$ cat config.mk
export PLATFORM = sky130hd
export DESIGN_NAME = mem_decoder
export DESIGN_NICKNAME = d
export VERILOG_FILES = /design/src/rtl/mem_decoder.sv
export SDC_FILE = /design/constraint.sdc
export NUM_CORES = 1
export LEC_CHECK = 0
export ABC_AREA = 1
export CORE_ASPECT_RATIO = 0.8
export CORE_MARGIN = 3
export CORE_UTILIZATION = 46
export DETAILED_ROUTE_END_ITERATION = 8
export HOLD_SLACK_MARGIN = 0.03
export PLACE_DENSITY_LB_ADDON = 0.05
export RECOVER_POWER = 25
export SYNTH_ARGS = -nofsm -noshare
export SYNTH_HDL_FRONTEND = slang
export SYNTH_SLANG_ARGS = --single-unit
$ cat constraint.sdc
create_clock -name clk -period 3.55 [get_ports clk]
set_clock_uncertainty 0.15 [all_clocks]
set_input_delay 1.065 -clock clk [delete_from_list [all_inputs] [get_ports clk]]
set_output_delay 1.065 -clock clk [all_outputs]
set_load 0.03 [all_outputs]
$ cat src/rtl/mem_decoder.sv
// mem_decoder
// Address decoder / bridge between a single memory master and N_SLV slave
// regions. A request is accepted while idle, checked for decode and alignment
// errors, forwarded to the one slave whose region contains it as a
// single-cycle strobe, and completed with a one-cycle mem_valid pulse. That
// pulse carries the slave's read data, or an error if the slave stays silent
// for TIMEOUT cycles.
//
// Ports
//   clk, rst                 clock (rising edge), asynchronous active-low reset
//   mem_addr                 byte address from master
//   mem_read_valid           master read request
//   mem_write_valid          master write request
//   mem_write_data           store data
//   mem_width                0=byte, 1=half, 2=word (3 is illegal)
//   mem_ready                high only while idle and able to accept
//   mem_read_data            captured read data, 0 after a write or an error
//   mem_valid, mem_err       one-cycle completion pulse and its error flag
//   slv_addr                 offset into the selected region
//   slv_write_data           latched store data
//   slv_width                latched access width
//   slv_read_valid           one-hot read strobe, high for the first busy cycle only
//   slv_write_valid          one-hot write strobe, high for the first busy cycle only
//   slv_read_data, slv_valid per-slave response buses
module mem_decoder #(
    parameter int                   N_SLV   = 2,
    parameter logic [N_SLV*32-1:0]  BASES   = {32'h1000, 32'h0},
    parameter logic [N_SLV*32-1:0]  SIZES   = {32'h1000, 32'h1000},
    parameter int                   TIMEOUT = 16
) (
    input  logic                  clk,
    input  logic                  rst,
    input  logic [31:0]           mem_addr,
    input  logic                  mem_read_valid,
    input  logic                  mem_write_valid,
    input  logic [31:0]           mem_write_data,
    input  logic [1:0]            mem_width,
    output logic                  mem_ready,
    output logic [31:0]           mem_read_data,
    output logic                  mem_valid,
    output logic                  mem_err,
    output logic [31:0]           slv_addr,
    output logic [31:0]           slv_write_data,
    output logic [1:0]            slv_width,
    output logic [N_SLV-1:0]      slv_read_valid,
    output logic [N_SLV-1:0]      slv_write_valid,
    input  logic [N_SLV*32-1:0]   slv_read_data,
    input  logic [N_SLV-1:0]      slv_valid
);

    localparam int IW = (N_SLV > 1) ? $clog2(N_SLV) : 1;
    localparam int CW = $clog2(TIMEOUT + 1);

    typedef enum logic [1:0] {
        IDLE = 2'd0,
        BUSY = 2'd1,
        RESP = 2'd2
    } state_t;

    state_t          state_q, state_d;
    logic [31:0]     addr_q, addr_d;
    logic [31:0]     wdata_q, wdata_d;
    logic [1:0]      width_q, width_d;
    logic            isWrite_q, isWrite_d;
    logic [IW-1:0]   sel_q, sel_d;
    logic [CW-1:0]   cnt_q, cnt_d;
    logic [31:0]     rdata_q, rdata_d;
    logic            err_q, err_d;

    logic            hitFound;
    logic [IW-1:0]   hitIdx;
    logic [32:0]     hitBase;
    logic [32:0]     hitEnd;
    logic [2:0]      accessBytes;
    logic            reqErr;
    logic            selValid;
    logic [31:0]     selData;

    // Region decode. Bounds are compared at 33 bits so a region ending at
    // 4 GiB cannot wrap. Scanning from the top index downward lets the lowest
    // matching index overwrite any higher one, so the lowest index wins on overlap.
    always_comb begin
        logic [32:0] b;
        logic [32:0] e;
        hitFound = 1'b0;
        hitIdx   = '0;
        hitBase  = '0;
        hitEnd   = '0;
        for (int i = N_SLV - 1; i >= 0; i--) begin
            b = {1'b0, BASES[32*i +: 32]};
            e = b + {1'b0, SIZES[32*i +: 32]};
            if (({1'b0, mem_addr} >= b) && ({1'b0, mem_addr} < e)) begin
                hitFound = 1'b1;
                hitIdx   = IW'(i);
                hitBase  = b;
                hitEnd   = e;
            end
        end
    end

    // Request legality. The whole access, not only its first byte, has to
    // fit inside the selected region.
    always_comb begin
        accessBytes = 3'd1;
        case (mem_width)
            2'd1:    accessBytes = 3'd2;
            2'd2:    accessBytes = 3'd4;
            default: accessBytes = 3'd1;
        endcase
        reqErr = !hitFound
              || (mem_read_valid && mem_write_valid)
              || (mem_width == 2'd3)
              || ((mem_width == 2'd1) && mem_addr[0])
              || ((mem_width == 2'd2) && (mem_addr[1:0] != 2'b00))
              || (({1'b0, mem_addr} + {30'd0, accessBytes}) > hitEnd);
    end

    // Only the selected slave's response is observed.
    always_comb begin
        selValid = 1'b0;
        selData  = '0;
        for (int i = 0; i < N_SLV; i++) begin
            if (sel_q == IW'(i)) begin
                selValid = slv_valid[i];
                selData  = slv_read_data[32*i +: 32];
            end
        end
    end

    // State and latched-request registers.
    always_ff @(posedge clk or negedge rst) begin
        if (!rst) begin
            state_q   <= IDLE;
            addr_q    <= '0;
            wdata_q   <= '0;
            width_q   <= '0;
            isWrite_q <= 1'b0;
            sel_q     <= '0;
            cnt_q     <= '0;
            rdata_q   <= '0;
            err_q     <= 1'b0;
        end else begin
            state_q   <= state_d;
            addr_q    <= addr_d;
            wdata_q   <= wdata_d;
            width_q   <= width_d;
            isWrite_q <= isWrite_d;
            sel_q     <= sel_d;
            cnt_q     <= cnt_d;
            rdata_q   <= rdata_d;
            err_q     <= err_d;
        end
    end

    // Next-state logic. An erroneous request skips BUSY entirely. The slave
    // fields are latched only for legal requests so the slave bus never shows
    // a bad address. cnt_q counts completed silent BUSY cycles, so the last
    // permitted cycle is the one where it reads TIMEOUT-1.
    always_comb begin
        state_d   = state_q;
        addr_d    = addr_q;
        wdata_d   = wdata_q;
        width_d   = width_q;
        isWrite_d = isWrite_q;
        sel_d     = sel_q;
        cnt_d     = cnt_q;
        rdata_d   = rdata_q;
        err_d     = err_q;
        case (state_q)
            IDLE: begin
                if (mem_read_valid || mem_write_valid) begin
                    if (reqErr) begin
                        state_d = RESP;
                        err_d   = 1'b1;
                        rdata_d = '0;
                    end else begin
                        state_d   = BUSY;
                        addr_d    = mem_addr - hitBase[31:0];
                        wdata_d   = mem_write_data;
                        width_d   = mem_width;
                        isWrite_d = mem_write_valid;
                        sel_d     = hitIdx;
                        cnt_d     = '0;
                        err_d     = 1'b0;
                    end
                end
            end
            BUSY: begin
                if (selValid) begin
                    state_d = RESP;
                    err_d   = 1'b0;
                    rdata_d = isWrite_q ? 32'd0 : selData;
                end else if (cnt_q == CW'(TIMEOUT - 1)) begin
                    state_d = RESP;
                    err_d   = 1'b1;
                    rdata_d = '0;
                end else begin
                    cnt_d = cnt_q + CW'(1);
                end
            end
            RESP: begin
                state_d = IDLE;
                cnt_d   = '0;
            end
            default: begin
                state_d = IDLE;
            end
        endcase
    end

    // Outputs. The strobe lives only in the first BUSY cycle, which is
    // exactly when the timeout counter is still zero.
    always_comb begin
        logic strobe;
        strobe          = (state_q == BUSY) && (cnt_q == '0);
        mem_ready       = (state_q == IDLE);
        mem_valid       = (state_q == RESP);
        mem_err         = (state_q == RESP) && err_q;
        mem_read_data   = rdata_q;
        slv_addr        = addr_q;
        slv_write_data  = wdata_q;
        slv_width       = width_q;
        slv_read_valid  = '0;
        slv_write_valid = '0;
        for (int i = 0; i < N_SLV; i++) begin
            slv_read_valid[i]  = strobe && !isWrite_q && (sel_q == IW'(i));
            slv_write_valid[i] = strobe &&  isWrite_q && (sel_q == IW'(i));
        end
    end

endmodule

After elaboration in Yosys (flattened, before gate mapping)
Index checks and enable logic that the tools add are counted.

Add/subtract/negate cells: 3. Order comparisons: 4. Equal/unequal tests: 12. Muxes and demuxes: 31. Bitwise gates (word level): 2. Reduce and logical (&&, ||, !) cells: 30.

Operators with widths (number): $mux W32 (6); $pmux W32 S2 (1); $add A32 B3 Y33 (1); $gt A33 B33 Y1 (1); $ge A32 B13 Y1 const B (1); $lt A32 B13 Y1 const B (1); $lt A32 B14 Y1 const B (1); $sub A32 B32 Y32 (1); $mux W14 (2); $mux W13 (2); $mux W5 (4); $pmux W5 S3 (1); $logic_and A1 B1 Y1 (12); $mux W1 (8); $mux W2 (4); $eq A2 B2 Y1 const B (3); $logic_or A1 B1 Y1 (6); $ne A2 B2 Y1 const B (3); $pmux W3 S2 (1); $reduce_and A3 Y1 (2); $add A5 B1 Y5 const B (1); $eq A5 B4 Y1 const B (1); $logic_not A5 Y1 (1); $reduce_and A5 Y1 (1); other kinds (12) (17).

Register bits after elaboration: 108. Output and inout bits: 105. Logic and storage cells: 91.

Longest topological paths before layout
Gate-level depths: netlist (run 1).

Word-level depth: 13. Depth in mapped cells: 27.

Worst setup path after synthesis (run 1)
OpenSTA, ideal clock, no wires.

Path type: input to register. Start: input port mem_width[0]. End: register addr_q[10] (netlist: slv_addr[10]). Setup time: 118 ps. Arrival time: 3888 ps. Path slack: -606 ps. Cell stages on the path: 25. Path buffers: 2. Path through: inv_1 -> ha_1 -> ha_1 -> fa_1 -> nand3_1 -> a21oi_1 -> xor2_1 -> ha_1 -> nand2_1 -> inv_1 -> nand2_1 -> nor2_1 -> nand2_1 -> nor2_1 -> nand3_1 -> nor2_1 -> nand2_1 -> nand2_1 -> nand4_4 -> nor2_4 -> nand2_2 -> buf_6 -> buf_6 -> nand2_1 -> nand2_1.

Cells in the longest elaborated chain, start to end: 7. Elaborated cells on any way between the ends: 14. Classes of those cells: add/sub: 1; order compare: 1; eq/ne: 3; mux: 1; bitwise: 1; reduce/logical: 7.

RTL lines: from (decl) (RTL line 37) `input logic [1:0] mem_width,`; $eq A2 B2 Y1 (tied with other cells) (RTL line 105, 114); $pmux W3 S2 (tied with other cells) (RTL line 105) `case (mem_width)`; $add A32 B3 Y33 / $logic_or A1 B1 Y1 (equally long branches) (RTL line 115, 113); $gt A33 B33 Y1 / $logic_or A1 B1 Y1 (equally long branches) (RTL line 115, 114); $logic_or A1 B1 Y1 (*) (RTL line 115) `|| (({1'b0, mem_addr} + {30'd0, accessBytes}) > hitEnd);`; $not A1 Y1 (no line) (*); $reduce_and A3 Y1 (no line) (*); to (signal assigned) (RTL line 144) `addr_q <= addr_d;`; to (decl) (RTL line 61) `logic [31:0] addr_q, addr_d;`.

Every way passes the cells marked *; elsewhere a longest branch is shown, timed or not. A chain may end at the register's enable or synchronous reset.

Worst setup path after layout (run 1)
Start: input port mem_width[0]. End: register isWrite_q.

Cells in the longest elaborated chain, start to end: 7. Elaborated cells on any way between the ends: 14. Classes of those cells: add/sub: 1; order compare: 1; eq/ne: 3; mux: 1; bitwise: 1; reduce/logical: 7.

RTL lines: $eq A2 B2 Y1 (tied with other cells) (RTL line 105, 114); $pmux W3 S2 (tied with other cells) (RTL line 105); $add A32 B3 Y33 / $logic_or A1 B1 Y1 (equally long branches) (RTL line 115, 113); $gt A33 B33 Y1 / $logic_or A1 B1 Y1 (equally long branches) (RTL line 115, 114); $logic_or A1 B1 Y1 (*) (RTL line 115); $not A1 Y1 (no line) (*); $reduce_and A3 Y1 (no line) (*); to (signal assigned) (RTL line 147) `isWrite_q <= isWrite_d;`; to (decl) (RTL line 64) `logic isWrite_q, isWrite_d;`.

Marked as above.

==> out/metrics.yaml, run 1 <==
cells_and_area:
  layout.nets: 1217
  finalNonFillerCells: 1218
  diodes: 0
  utilization_pct: 84.7
  drive_above_1_share_pct: 23.2
  syn_to_final_growth_pct: 77.8
clock_network:
  clk_latency_ns: 0.34
  cts_made_buffers: 9
  clock-sinks: 108
  tritoncts: "yes"
  hold_buffers: 0
  clk_path_buf_depth: 2
  clkTransAtPathRegs_ns: 0.08
  htreeDepth: 3
  root_buffer: "clkbuf_16"
floorplanning:
  start_util_pct: 47.6
  rows: 35
  fp.coreArea_um2: 11600
  fp.dieH_um: 104
  die_area_um2: 13400
  die-width_um: 129
  io_pins: 241
place:
  place.gp.congestion: 0.862
  place_ws_ns: -1.27
  place_inst: 1176
  io_buffers: 240
  dp_hpwl_um: 13100
grt:
  grt_remaining_overflow: 0
  antenna_found_initial: 0
  grt_max_degree: 46
  grt.total_usage_pct: 28.4
  grt_pass1_wl_um: 31000
  grt_pass1_vias: 6349
routing:
  wl_per_cell_um: 17.5
  wl_met1_um: 8400
  route.met3.wl_um: 1620
  drcViolationCount: 0
  drt-pass1-iter-count: 6
  ant_nets: 0
  wirelength_um: 21400
  via_count: 6312
  avgViaCountPerCell: 5.18
  drt_iter0_markers: 451
  wl_met2_um: 10800
  highest_layer: "met4"
logic_synthesis:
  synth_most_common_cell: "nand2_1"
  synth.area.top_cells: "dfrtp_1 49%, nand2_1 27%, nand3_1 6.2%, ha_1 3.4%, inv_1 2.5%"
  yosysUniqueCellTypes: 36
  ys.flop_type: "dfrtp_1"
  avgSynthCellArea_um2: 7.39
  synth-seq-cells: 108
  synth_seq_area_share_pct: 48.7
  yosysTopAreaCell: "dfrtp_1"
  syn_area_um2: 5550
  yosysWarnings: 0
  synth_common_cells: "404 x nand2_1, 108 x dfrtp_1, 69 x nand3_1"
  synth_edf_count: 0
  synthCells: 751
  yosys.area.top_type_share_pct: 48.7
  synthesis.nets: 903
  async_flop_share_pct: 100
critical_path:
  crit_required_ns: 3.63
  path_buf_inv: 5
  slowest_stage: "fa_2"
  end_kind: "flip-flop"
  reg2reg_to: "mem_read_data[16]"
  crit_top_cell: "nand2_1"
  reg2reg_slack_ns: 0.76
  worstSetupPathType: "primary input to flip-flop"
  slowest_delay_ns: 0.35
  cp_max_fo: 6
  worstSetupStartpointType: "primary input"
  critical_path_arrival_ns: 4.07
  critPathTopFamily: "simple AND/OR/NAND/NOR gates"
  rr_worst_depth: 11
  r2r-start: "sel_q"
  crit_start: "mem_width[0]"
timing:
  max_clock_freq_mhz: 251
  setup_ws_ns: -0.435
  slew_violations: 44
  rsz0062_at_grt: "true"
  hold_viol: 0
  max_slew_margin_pct: -55.3
  tightestPinTransition_ns: 2.33
  post-route-min-period_ns: 3.98
  fin_crit_sh_pct: 112
  setup_violations: 107
worst_hold_path:
  holdPathStages: 2
  holdCritPathClass: "flip-flop to flip-flop"
  min_to: "slv_addr[5]"
  holdCritStartpoint: "slv_addr[5]"
status:
  failed_checks: "max-capacitance violations, max-slew violations, negative setup slack"
  status: "finished, violations left"
power_and_ir_drop:
  peakVddDrop_mv: 0.297
  p_leak_nw: 5.14
  powerDensity_nw_per_um2: 319
run:
  max_cap_viol_count: 1
## logic make-up after synthesis
family,share of synthesized area (%)
buffers and inverters,5.14
DFF,48.7
xor gates and xnor gates,0.948
AOI/OAI and AO/OA,1.04
adders and majority gates,3.74
and+or+nand+nor,40.4
## power by group
part	internal, mW	switching (mW)	leakage [nW]
sequential	1.24	0.0107	1.50
clock	0.510	0.485	0.139
combinational	0.437	0.466	3.50
total	2.19	0.962	5.14
## per-stage QoR
stage / hold slack (ns) / power [mW] / area (um2) / setup TNS [ns]
floorplan: 0.315 / 1.52 / 5640 / -33.75
detailed placement: 0.307 / 1.88 / 8630 / -131.31
CTS: 0.325 / 3.03 / 9460 / -34.84
global placement: 0.303 / 1.86 / 8630 / -124.48
global route: 0.350 / 3.25 / 9860 / -70.73
finish: 0.324 / 3.15 / 9860 / -36.61
## per-layer routing
| metal | track usage (%) | vias to the layer above |
|---|---|---|
| met5 | 0 | - |
| met4 | 7.05 | 0 |
| met3 | 7.03 | 49 |
| met2 | 49.7 | 293 |
| met1 | 35.0 | 2997 |
| li1 | - | 2973 |
## how the worst max path moves through the flow
stage	end	slack (ns)	cells after the start
finish	isWrite_q	-0.43	26
detailed placement	slv_addr[28]	-1.27	25
CTS	mem_read_data[0]	-0.37	26
global placement	isWrite_q	-1.17	25
floorplan	slv_addr[11]	-0.44	24
global route	isWrite_q	-0.66	28
## what timing repair did
action                     in CTS  in global routing
setup buffers                  14                  7
gates cloned                    8                  3
gates resized for setup        98                126
pin swaps                      27                 45
setup endpoints to repair     110                110
## worst register-to-register path, delay by kind of cell (launching register included)
| family | cells | cell delay (ns) |
|---|---|---|
| buffers and inverters | 4 | 0.78 |
| DFF | 1 | 0.71 |
| AOI/OAI and AO/OA | 1 | 0.22 |
| and+or+nand+nor | 6 | 0.82 |
## sequential cells by signal (all words and copies together) (netlist names)
register        cells
err_q               1
mem_read_data      32
slv_width           2
isWrite_q           1
cnt_q               5
slv_write_data     32
state_q             2
slv_addr           32
sel_q               1
## cells in the final DEF (no fill, tap or decap), drive strengths merged
cell type and count:
nand2 405, clkdlybuf4s50 212, dfrtp 108, buf 92, nand3 70, inv 40, nor2 39, clkbuf 18
ha 15, dlygate4sd2 10, dlymetal6s2s 10, nor3 10, nand4 8, nand3b 6, xor2 3, xnor2 3
or2 3, clkinv 3, o21ai 2, clkinvlp 2, o21bai 2, nor4 1, and2 1, a21oi 1
o21a 1, a221o 1, nor3b 1, o22ai 1, fa 1, clkdlybuf4s15 1
## area by class of cell
type,count,area (um2)
multi-input combinational,574,3160
sequential,108,2700
tap,148,185
clock inverter,6,55.1
clock buffer,10,239
timing repair buffer,333,3360
inverter,39,161
fill,631,1790
Power figures use the tool's default switching activity.
==> run 2, diff against run 1 <==
--- a/config.mk
+++ b/config.mk
@@ -5,10 +5,9 @@
 export SDC_FILE = /design/constraint.sdc
 export NUM_CORES = 1
 export LEC_CHECK = 0
-export ABC_AREA = 1
 export CORE_ASPECT_RATIO = 0.8
 export CORE_MARGIN = 3
-export CORE_UTILIZATION = 46
+export CORE_UTILIZATION = 39
 export DETAILED_ROUTE_END_ITERATION = 8
 export HOLD_SLACK_MARGIN = 0.03
 export PLACE_DENSITY_LB_ADDON = 0.05
==> constraint.sdc (replaced) <==
create_clock -name clk -period 3.4 [get_ports clk]
set_clock_uncertainty 0.15 [all_clocks]
set_input_delay 1.02 -clock clk [delete_from_list [all_inputs] [get_ports clk]]
set_output_delay 1.02 -clock clk [all_outputs]
set_load 0.03 [all_outputs]
==> run 2 against run 1 <==
Net effect: the run ends with negative setup slack left; final cell count shrank 19%; total power shrank 11%; combinational power down 48%; final area is essentially flat; synthesized cell count shrank 35%; first-iteration DRC count shrank 44%; count of clock-buffer cells in the layout did not move; global-route usage is 5.8 points lower; worst hold slack better by 0.020 ns; non-clock buffer count down 6; die area is 18% higher; routed wire length down 15%; largest power group unchanged.
==> out/metrics.yaml, run 2 <==
critical_path:
  crit_path_end: "slv_write_data[25]"
  critical_path_arrival_ns: 4.11
  crit_required_ns: 3.48
  reg2reg_to: "cnt_q[3]"
  reg2reg_slack_ns: 1.02
  r2r-start: "cnt_q[0]"
  cp_max_fo: 5
  end_kind: "flip-flop"
  crit_start: "mem_width[0]"
  worstSetupPathType: "primary input to flip-flop"
  rr_worst_depth: 7
  worstSetupStartpointType: "primary input"
timing:
  max_clock_freq_mhz: 248
  setup_ws_ns: -0.625
  tightestPinTransition_ns: 1.25
  slew_violations: 0
  rsz0062_at_grt: "true"
  post-route-min-period_ns: 4.02
  whs_ns: 0.343
  hold_viol: 0
  setup_violations: 108
  max_slew_margin_pct: 16.7
  fin_crit_sh_pct: 118
floorplanning:
  io_pins: 241
  fp.dieH_um: 113
  die_area_um2: 15800
  start_util_pct: 40.4
  die-width_um: 140
  fp.coreArea_um2: 13800
  rows: 38
clock_network:
  clk_latency_ns: 0.35
  htreeDepth: 3
  clk_path_buf_depth: 2
  root_buffer: "clkbuf_16"
  hold_buffers: 0
  cts_made_buffers: 9
  tritoncts: "yes"
  clock-sinks: 108
  clkTransAtPathRegs_ns: 0.08
logic_synthesis:
  yosysTopAreaCell: "dfrtp_1"
  yosys.area.top_type_share_pct: 48.5
  synthesis.nets: 643
  yosysUniqueCellTypes: 48
  async_flop_share_pct: 100
  synth.area.top_cells: "dfrtp_1 48%, mux2i_1 9.7%, mux2_2 8.1%, o221ai_1 5.2%, inv_1 4.2%"
  avgSynthCellArea_um2: 11.4
  syn_area_um2: 5580
  synth_seq_area_share_pct: 48.5
  synth-seq-cells: 108
  synth_most_common_cell: "dfrtp_1"
  yosysWarnings: 0
  synth_common_cells: "108 x dfrtp_1, 63 x inv_1, 54 x mux2i_1"
  ys.flop_type: "dfrtp_1"
  synth_edf_count: 0
  synthCells: 491
routing:
  wl_per_cell_um: 18.2
  via_count: 5007
  drcViolationCount: 0
  drt_iter0_markers: 254
  drt-pass1-iter-count: 6
  ant_nets: 0
  wirelength_um: 18100
  avgViaCountPerCell: 5.06
cells_and_area:
  mostFrequentLayoutCells: "227 x clkdlybuf4s50_1, 107 x dfrtp_1, 60 x inv_1"
  diodes: 0
  layout.nets: 957
  drive_above_1_share_pct: 28.6
  layout_commonest_cell: "clkdlybuf4s50_1"
  syn_to_final_growth_pct: 77.0
grt:
  grt_max_degree: 62
  grt_pass1_wl_um: 28800
  gr-usage-met3_pct: 7.60
  grt_busiest_layer: "met2"
  grt_remaining_overflow: 0
  antenna_found_initial: 0
  grt_use_met2_pct: 39.2
  grt.total_usage_pct: 22.6
  grt_pass1_vias: 5522
  globalRouteMet1Util_pct: 27.5
power_and_ir_drop:
  pwr-share-seq_pct: 46.3
  peakVddDrop_mv: 0.214
  intPower_mw: 2.06
  powerDensity_nw_per_um2: 282
  power_switching_share_pct: 26.2
  combPwrFrac_pct: 16.8
  p_leak_nw: 4.17
  switchingPower_mw: 0.729
  clkPwrFrac_pct: 36.9
place:
  place_ws_ns: -1.33
  io_buffers: 240
  dp_hpwl_um: 12000
  place.gp.congestion: 0.829
worst_hold_path:
  holdPathStages: 1
  holdCritPathClass: "flip-flop to flip-flop"
status:
  failed_checks: "negative setup slack"
  status: "finished, violations left"
run:
  max_cap_viol_count: 0
==> run 2: changes by cell type in the layout (fill, tap and decap cells not counted), sizes merged, moves of 23 or more <==
| cell | delta |
|---|---|
| mux2i | +54 |
| o221ai | +33 |
| nand3 | -67 |
| mux2 | +48 |
| inv | +26 |
| nor2 | -23 |
| nand2 | -359 |
==> run 2: per-stage QoR <==
step / std cells / utilization (%) / setup TNS [ns] / total power, mW / cell area, um2
6_report: 990 / 71.6 / -48.51 / 2.79 / 9870
5_1_grt: 990 / 71.6 / -60.80 / 2.90 / 9870
4_1_cts: 987 / 70.9 / -47.04 / 2.79 / 9780
3_5_place_dp: 942 / 62.1 / -129.81 / 1.73 / 8570
3_3_place_gp: 942 / 62.1 / -120.66 / 1.73 / 8570
2_1_floorplan: 491 / - / -45.16 / 1.44 / 5640
==> run 2: kinds of logic after synthesis <==
logic type,share of synthesized area [%]
buffers and inverters,6.96
xor gates and xnor gates,1.26
adders and majority gates,3.73
AOI/OAI and AO/OA,9.22
and+or+nand+nor,11.0
muxes,19.4
DFF,48.5
==> run 2: critical path, stage by stage <==
cell and delay, ns:
buf_12 0.09, inv_12 0.03, ha_4 0.23, ha_4 0.16, fa_2 0.34, a21o_1 0.23
nand2_2 0.11, nor2_2 0.04, xnor2_1 0.15, ha_2 0.20, inv_2 0.03, a21o_1 0.21
nor4_4 0.27, and2_1 0.18, a31o_4 0.15, buf_12 0.12, buf_12 0.11, buf_8 0.12
mux2_4 0.30
==> run 2: cell type report <==
class | count | area, um2
clock inverter | 6 | 56.3
inverter | 63 | 249
timing repair buffer | 327 | 3370
sequential | 108 | 2700
clock buffer | 10 | 229
multi-input combinational | 296 | 3030
fill | 986 | 3920
tap | 180 | 225
==> run 2: repair_timing <==
| action | 4_1_cts | 5_1_grt |
|---|---|---|
| buffers inserted | 22 | 12 |
| gates cloned | 9 | 0 |
| gates resized for setup | 118 | 40 |
| endpoints found under the setup margin | 108 | 108 |
| pin swaps | 14 | 23 |
==> run 2: power by group through the flow <==
stage / combinational (mW) / sequential [mW] / clock, mW
floorplan: 0.132 / 1.31 / 0
global route: 0.503 / 1.29 / 1.10
global placement: 0.410 / 1.32 / 0
detailed placement: 0.416 / 1.32 / 0
finish: 0.468 / 1.29 / 1.03
CTS: 0.455 / 1.29 / 1.05
==> run 2: how the worst min path moves through the flow <==
stage / endpoint / slack [ns] / start
after global placement: slv_write_data[12] / 0.32 / slv_write_data[12]
after detailed placement: slv_addr[3] / 0.33 / slv_addr[3]
after floorplan: cnt_q[4] / 0.35 / cnt_q[4]
after global routing: slv_addr[3] / 0.36 / slv_addr[3]
final: slv_addr[3] / 0.34 / slv_addr[3]
after CTS: slv_addr[3] / 0.35 / slv_addr[3]
==> run 2: per-layer routing <==
metal,wire length (um),share of wire (%)
met5,0,0
met4,270,1.5
met3,1400,7.8
met2,9190,51
met1,7200,40
==> run 3, diff against run 2 <==
--- a/config.mk
+++ b/config.mk
@@ -5,6 +5,7 @@
 export SDC_FILE = /design/constraint.sdc
 export NUM_CORES = 1
 export LEC_CHECK = 0
+export CAP_MARGIN = 20
 export CORE_ASPECT_RATIO = 0.8
 export CORE_MARGIN = 3
 export CORE_UTILIZATION = 39
==> results of run 3 <==
Final layout, timing and power as in run 2 (identical DEF).
==> edit 1, RTL diff (flow settings as in run 2) <==
Make the reset (`rst`) synchronous in one clocked block. Comments in the files are not updated.
--- a/src/rtl/mem_decoder.sv
+++ b/src/rtl/mem_decoder.sv
@@ -129,5 +129,5 @@
 
     // State and latched-request registers.
-    always_ff @(posedge clk or negedge rst) begin
+    always_ff @(posedge clk) begin
         if (!rst) begin
             state_q   <= IDLE;
Behaviour: differs if rst is asserted again (counterexample within 4 cycles, from zero or initial values and one cycle with rst low); with rst held inactive, the same outputs for 4 cycles.
==> edit 1 against run 2 <==
The flow still finishes with violations (setup timing). Synthesized cell count increased by 22%. Worst setup slack got worse by 0.10 ns. Cell count increased by 8.0%. Cell area decreased by 3.8%. Synthesized area decreased by 4.3%. Wire length increased by 3.5%. Total power decreased by 1.6%. Via count increased by 12%. Sequential cell count unchanged. Utilization increased by 0.92 points. Critical endpoint is now slv_write_data[19]. Largest cell class is now multi-input gates.
==> edit 1: results (changes against run 2) <==
| Metric | Value |
|---|---|
| Vias per cell | 5.24 (+3.5%) |
| Final Core Density | 72.5% (+0.92 points) |
| ClkCell Share | 3.00% (+0.11 points) |
| Post-synth top area cell | dfxtp_1 |
| Metal3 WL | 1490 um (+6.3%) |
| Synth top cells by count | nand2_1, dfxtp_1, mux2i_1 |
| Placed inst area | 8500 um2 (-0.80%) |
| Mux cell area share after synthesis | 19.0% (-0.42 points) |
| DP HPWL | 12,600 um (+4.8%) |
| Unique masters post-synth | 56 (+17%) |
| R2r worst-path depth | 10 (+3) |
| Global placer's final weighted congestion | 0.866 (+4.5%) |
| Failing checks | setup timing |
| Post-synthesis sequential area ratio | 40.5% (-8.0 points) |
| Drt first pass iters | 4 (-2) |
| Synth top area cells | dfxtp_1, mux2i_1, nand2_1 |
| Avg Cell Area, Syn | 8.94 um2 (-21%) |
| Status | finished with violations |
| GR Layer Usage met1 | 29.2% (+1.6 points) |
| Non-clk invs | 12 (-81%) |
| Total negative slack | -63.31 ns (-14.80 ns) |
| Multi-In Gates | 432 (+46%) |
| Share of cells above drive strength 1 | 19.6% (-9.1 points) |
| Post_cts resized | 75 (-36%) |
| First-pass GRT wire length | 29,000 um (+0.72%) |
| Routed via count | 5,598 (+12%) |
| Multi-input gate area | 3410 um2 (+12%) |
| Wire length on met1 | 7710 um (+7.1%) |
| Post-DR wirelength/cell | 17.5 um (-4.2%) |
| 1st-iter DRT viols | 190 (-25%) |
| Met2 WL | 9220 um (+0.36%) |
| Synth Area in Compound Gates | 11.9% (+2.7 points) |
| Switching pwr | 0.704 mW (-3.4%) |
| Sequential cell area share | 22.8% (-4.6 points) |
| R2R Setup Slk | 0.90 ns (-0.12 ns) |
| Worst reg2reg startpoint | cnt_q[0] |
| Mapped cell area | 5340 um2 (-4.3%) |
| Critical R2R Capture | cnt_q[1] |
| Total track usage | 23.7% (+1.0 points) |
| Setup ws final | -0.725 ns (-0.100 ns) |
| Largest net degree at the start of global routing | 163 (+160%) |
| Worst vdd ir | 323 uV (+51%) |
| Met3 Use GR | 7.88% (+0.27 points) |
| Final setup vio count | 108 (unchanged) |
| Plain + repair buffers | 326 (-0.31%) |
| Non-clk buf share | 35.5% (+1.3 points) |
| Leak pwr | 3.50 nW (-16%) |
| FFs w/ async S/R, synth | 0% (-100 points) |
| Dpl ws | -1.51 ns (-0.181 ns) |
| Met2 global-route usage | 39.8% (+0.58 points) |
edit 1: changes by cell type after synthesis, moves of 8 or more:
cell,delta
inv_1,-51
nand2_1,+114
o221ai_1,-33
mux2_2,-39
clkbuf_1,+19
dfxtp_1,+108
o32ai_1,+32
mux2i_1,+46
dfrtp_1,-108
mux2_1,-8
edit 1: power by group through the flow:
| stage | logic (mW) | clock network [mW] | registers, mW |
|---|---|---|---|
| global placement | 0.387 | 0 | 1.30 |
| floorplan | 0.156 | 0 | 1.30 |
| finish | 0.452 | 1.02 | 1.27 |
| global route | 0.484 | 1.10 | 1.27 |
| CTS | 0.449 | 1.05 | 1.27 |
| detailed placement | 0.397 | 0 | 1.30 |
edit 1: critical path, cell delays in order:
cell and delay (ns):
buf_8 0.08, inv_6 0.03, buf_4 0.12, ha_1 0.23
ha_4 0.30, nand3_2 0.12, a21oi_2 0.20, nand2_2 0.10
xnor2_2 0.17, ha_4 0.28, nand3_2 0.09, o21bai_4 0.18
or4_4 0.53, o21ai_4 0.20, buf_6 0.14, buf_12 0.13
buf_16 0.13, mux2i_1 0.19
edit 1: cells by family after synthesis:
kind of cell,Yosys count
mux,101
xor+xnor,7
buf+inv,57
compound gates,82
fa+ha+maj,16
simple gates,226
flops,108
edit 1: worst min-delay path by stage:
stage	start	to	slack (ns)	cells past startpoint
4_1_cts	slv_addr[6]	slv_addr[6]	0.31	2
5_1_grt	slv_write_data[28]	slv_write_data[28]	0.33	2
3_5_place_dp	slv_addr[6]	slv_addr[6]	0.30	2
3_3_place_gp	slv_write_data[23]	slv_write_data[23]	0.29	2
2_1_floorplan	cnt_q[0]	cnt_q[0]	0.32	1
6_report	slv_addr[6]	slv_addr[6]	0.31	2
==> edit 2, RTL diff (settings of run 2) <==
Made on the original files. Set the parameter `TIMEOUT` to 64 (it was 16).
--- a/src/rtl/mem_decoder.sv
+++ b/src/rtl/mem_decoder.sv
@@ -27,5 +27,5 @@
     parameter logic [N_SLV*32-1:0]  BASES   = {32'h1000, 32'h0},
     parameter logic [N_SLV*32-1:0]  SIZES   = {32'h1000, 32'h1000},
-    parameter int                   TIMEOUT = 16
+    parameter int                   TIMEOUT = 64
 ) (
     input  logic                  clk,
Behaviour: no difference found for any inputs over 4 cycles, from zero or initial values and one cycle with rst low; that may be too few to reach the edited logic, so the function may still have changed.
==> edit 2 against run 2 <==
The run still ends with setup timing left. Sequential cell count increased by 2. Cell count is 5.2% lower. Total power is 5.7% higher. Worst setup slack better by 0.11 ns. Wire length is 5.3% lower. Cell area decreased by 1.9%. Synthesized area fell by 4.3%. Hold slack improved by 0.0019 ns. Die area is 4.1% lower. Via count down 4.1%. Synthesized cell count is 9.6% lower. Sequential share of layout area is 1.1 points higher. Largest cell class unchanged. Largest power group unchanged.
==> edit 2: results (changes against run 2) <==
| Metric | Value |
|---|---|
| Status | finished with violations |
| Failing checks | setup timing |
| Worst vdd ir | 224 uV (+4.5%) |
| Worst reg2reg startpoint | cnt_q[1] |
| Final net count | 910 (-4.9%) |
| Vias in the first global route | 4,911 (-11%) |
| Synth top cells by count | dfrtp_1, mux2_2, mux2i_1 |
| GR Layer Usage met1 | 27.5% (-0.050 points) |
| Avg Cell Area, Syn | 12.0 um2 (+5.9%) |
| Worst Setup EP | mem_read_data[7] |
| CP arrival | 4.05 ns (-0.06 ns) |
| Met3 Use GR | 7.51% (-0.091 points) |
| Int Power | 2.19 mW (+6.5%) |
| Setup ws final | -0.517 ns (+0.108 ns) |
| Largest delay contributor family on the critical path | simple AND/OR/NAND/NOR gates |
| Met2 global-route usage | 34.7% (-4.5 points) |
| Routed via count | 4,800 (-4.1%) |
| Drt first pass iters | 4 (-2) |
| R2R Setup Slk | 0.74 ns (-0.28 ns) |
| Met2 WL | 8440 um (-8.2%) |
| Critical R2R Capture | mem_read_data[11] |
| Slew @ Worst Pin | 1.20 ns (-0.0531 ns) |
| DP HPWL | 12,000 um (+0.21%) |
| Max incr delay on CP | 0.44 ns (+0.10 ns) |
| Dpl ws | -1.38 ns (-0.0536 ns) |
| Share of cells above drive strength 1 | 30.4% (+1.7 points) |
| Wire length on met1 | 7000 um (-2.8%) |
| Placed inst area | 8550 um2 (-0.15%) |
| Routed Wire Length | 17,100 um (-5.3%) |
| CP max FO | 5 (unchanged) |
| Post-synthesis sequential area ratio | 51.6% (+3.1 points) |
| R2r worst-path depth | 10 (+3) |
| Unique masters post-synth | 51 (+6.3%) |
| Final setup vio count | 110 (+1.9%) |
| Vias per cell | 5.11 (+1.1%) |
| Total negative slack | -48.26 ns (+0.254 ns) |
| First-pass GRT wire length | 25,800 um (-10%) |
| Leak pwr | 4.45 nW (+6.9%) |
| Largest net degree at the start of global routing | 47 (-24%) |
==> edit 2: power by group through the flow <==
stage	clock [mW]	sequential, mW	combinational [mW]
finish	1.16	1.32	0.468
global route	1.24	1.32	0.506
CTS	1.18	1.32	0.426
detailed placement	0	1.34	0.413
global placement	0	1.34	0.406
floorplan	0	1.34	0.136
==> edit 2: final cells by class <==
type	count	area [um2]
well taps	175	219
clock inverters	7	110
repair buffers	328	3330
inverters	16	67.6
clock buffers	9	225
multi-input cells	294	2970
fillers	870	3420
flip-flops and latches	110	2750
==> edit 2: repair_timing <==
action                     CTS  global route
hold endpoints to repair     0             0
buffers inserted            13             5
setup endpoints to repair  114           110
cloned                       4             7
pin swaps                   10            16
hold buffers                 0             0
resized for setup           49            80
==> edit 2: worst min-delay path by stage <==
stage	start	endpoint	cells past startpoint
global route	slv_addr[25]	slv_addr[25]	1
detailed placement	mem_read_data[22]	mem_read_data[22]	1
finish	slv_addr[31]	slv_addr[31]	1
floorplan	cnt_q[2]	cnt_q[2]	1
CTS	mem_read_data[22]	mem_read_data[22]	1
global placement	mem_read_data[1]	mem_read_data[1]	1
==> edit 2: cells by family after synthesis <==
group	count (synthesis)	synth area share, %
AOI/OAI and AO/OA	95	14.0
xor gates and xnor gates	8	1.31
adders and majority gates	15	3.66
buffers and inverters	40	3.94
DFF	110	51.6
muxes	83	16.7
and+or+nand+nor	93	8.84
==> edit 2: through the flow <==
step	util, %	hold slack [ns]	power (mW)
floorplan	-	0.354	1.48
global placement	65.3	0.322	1.75
detailed placement	65.3	0.323	1.75
CTS	69.9	0.345	2.93
global route	73.9	0.363	3.07
finish	73.9	0.345	2.95
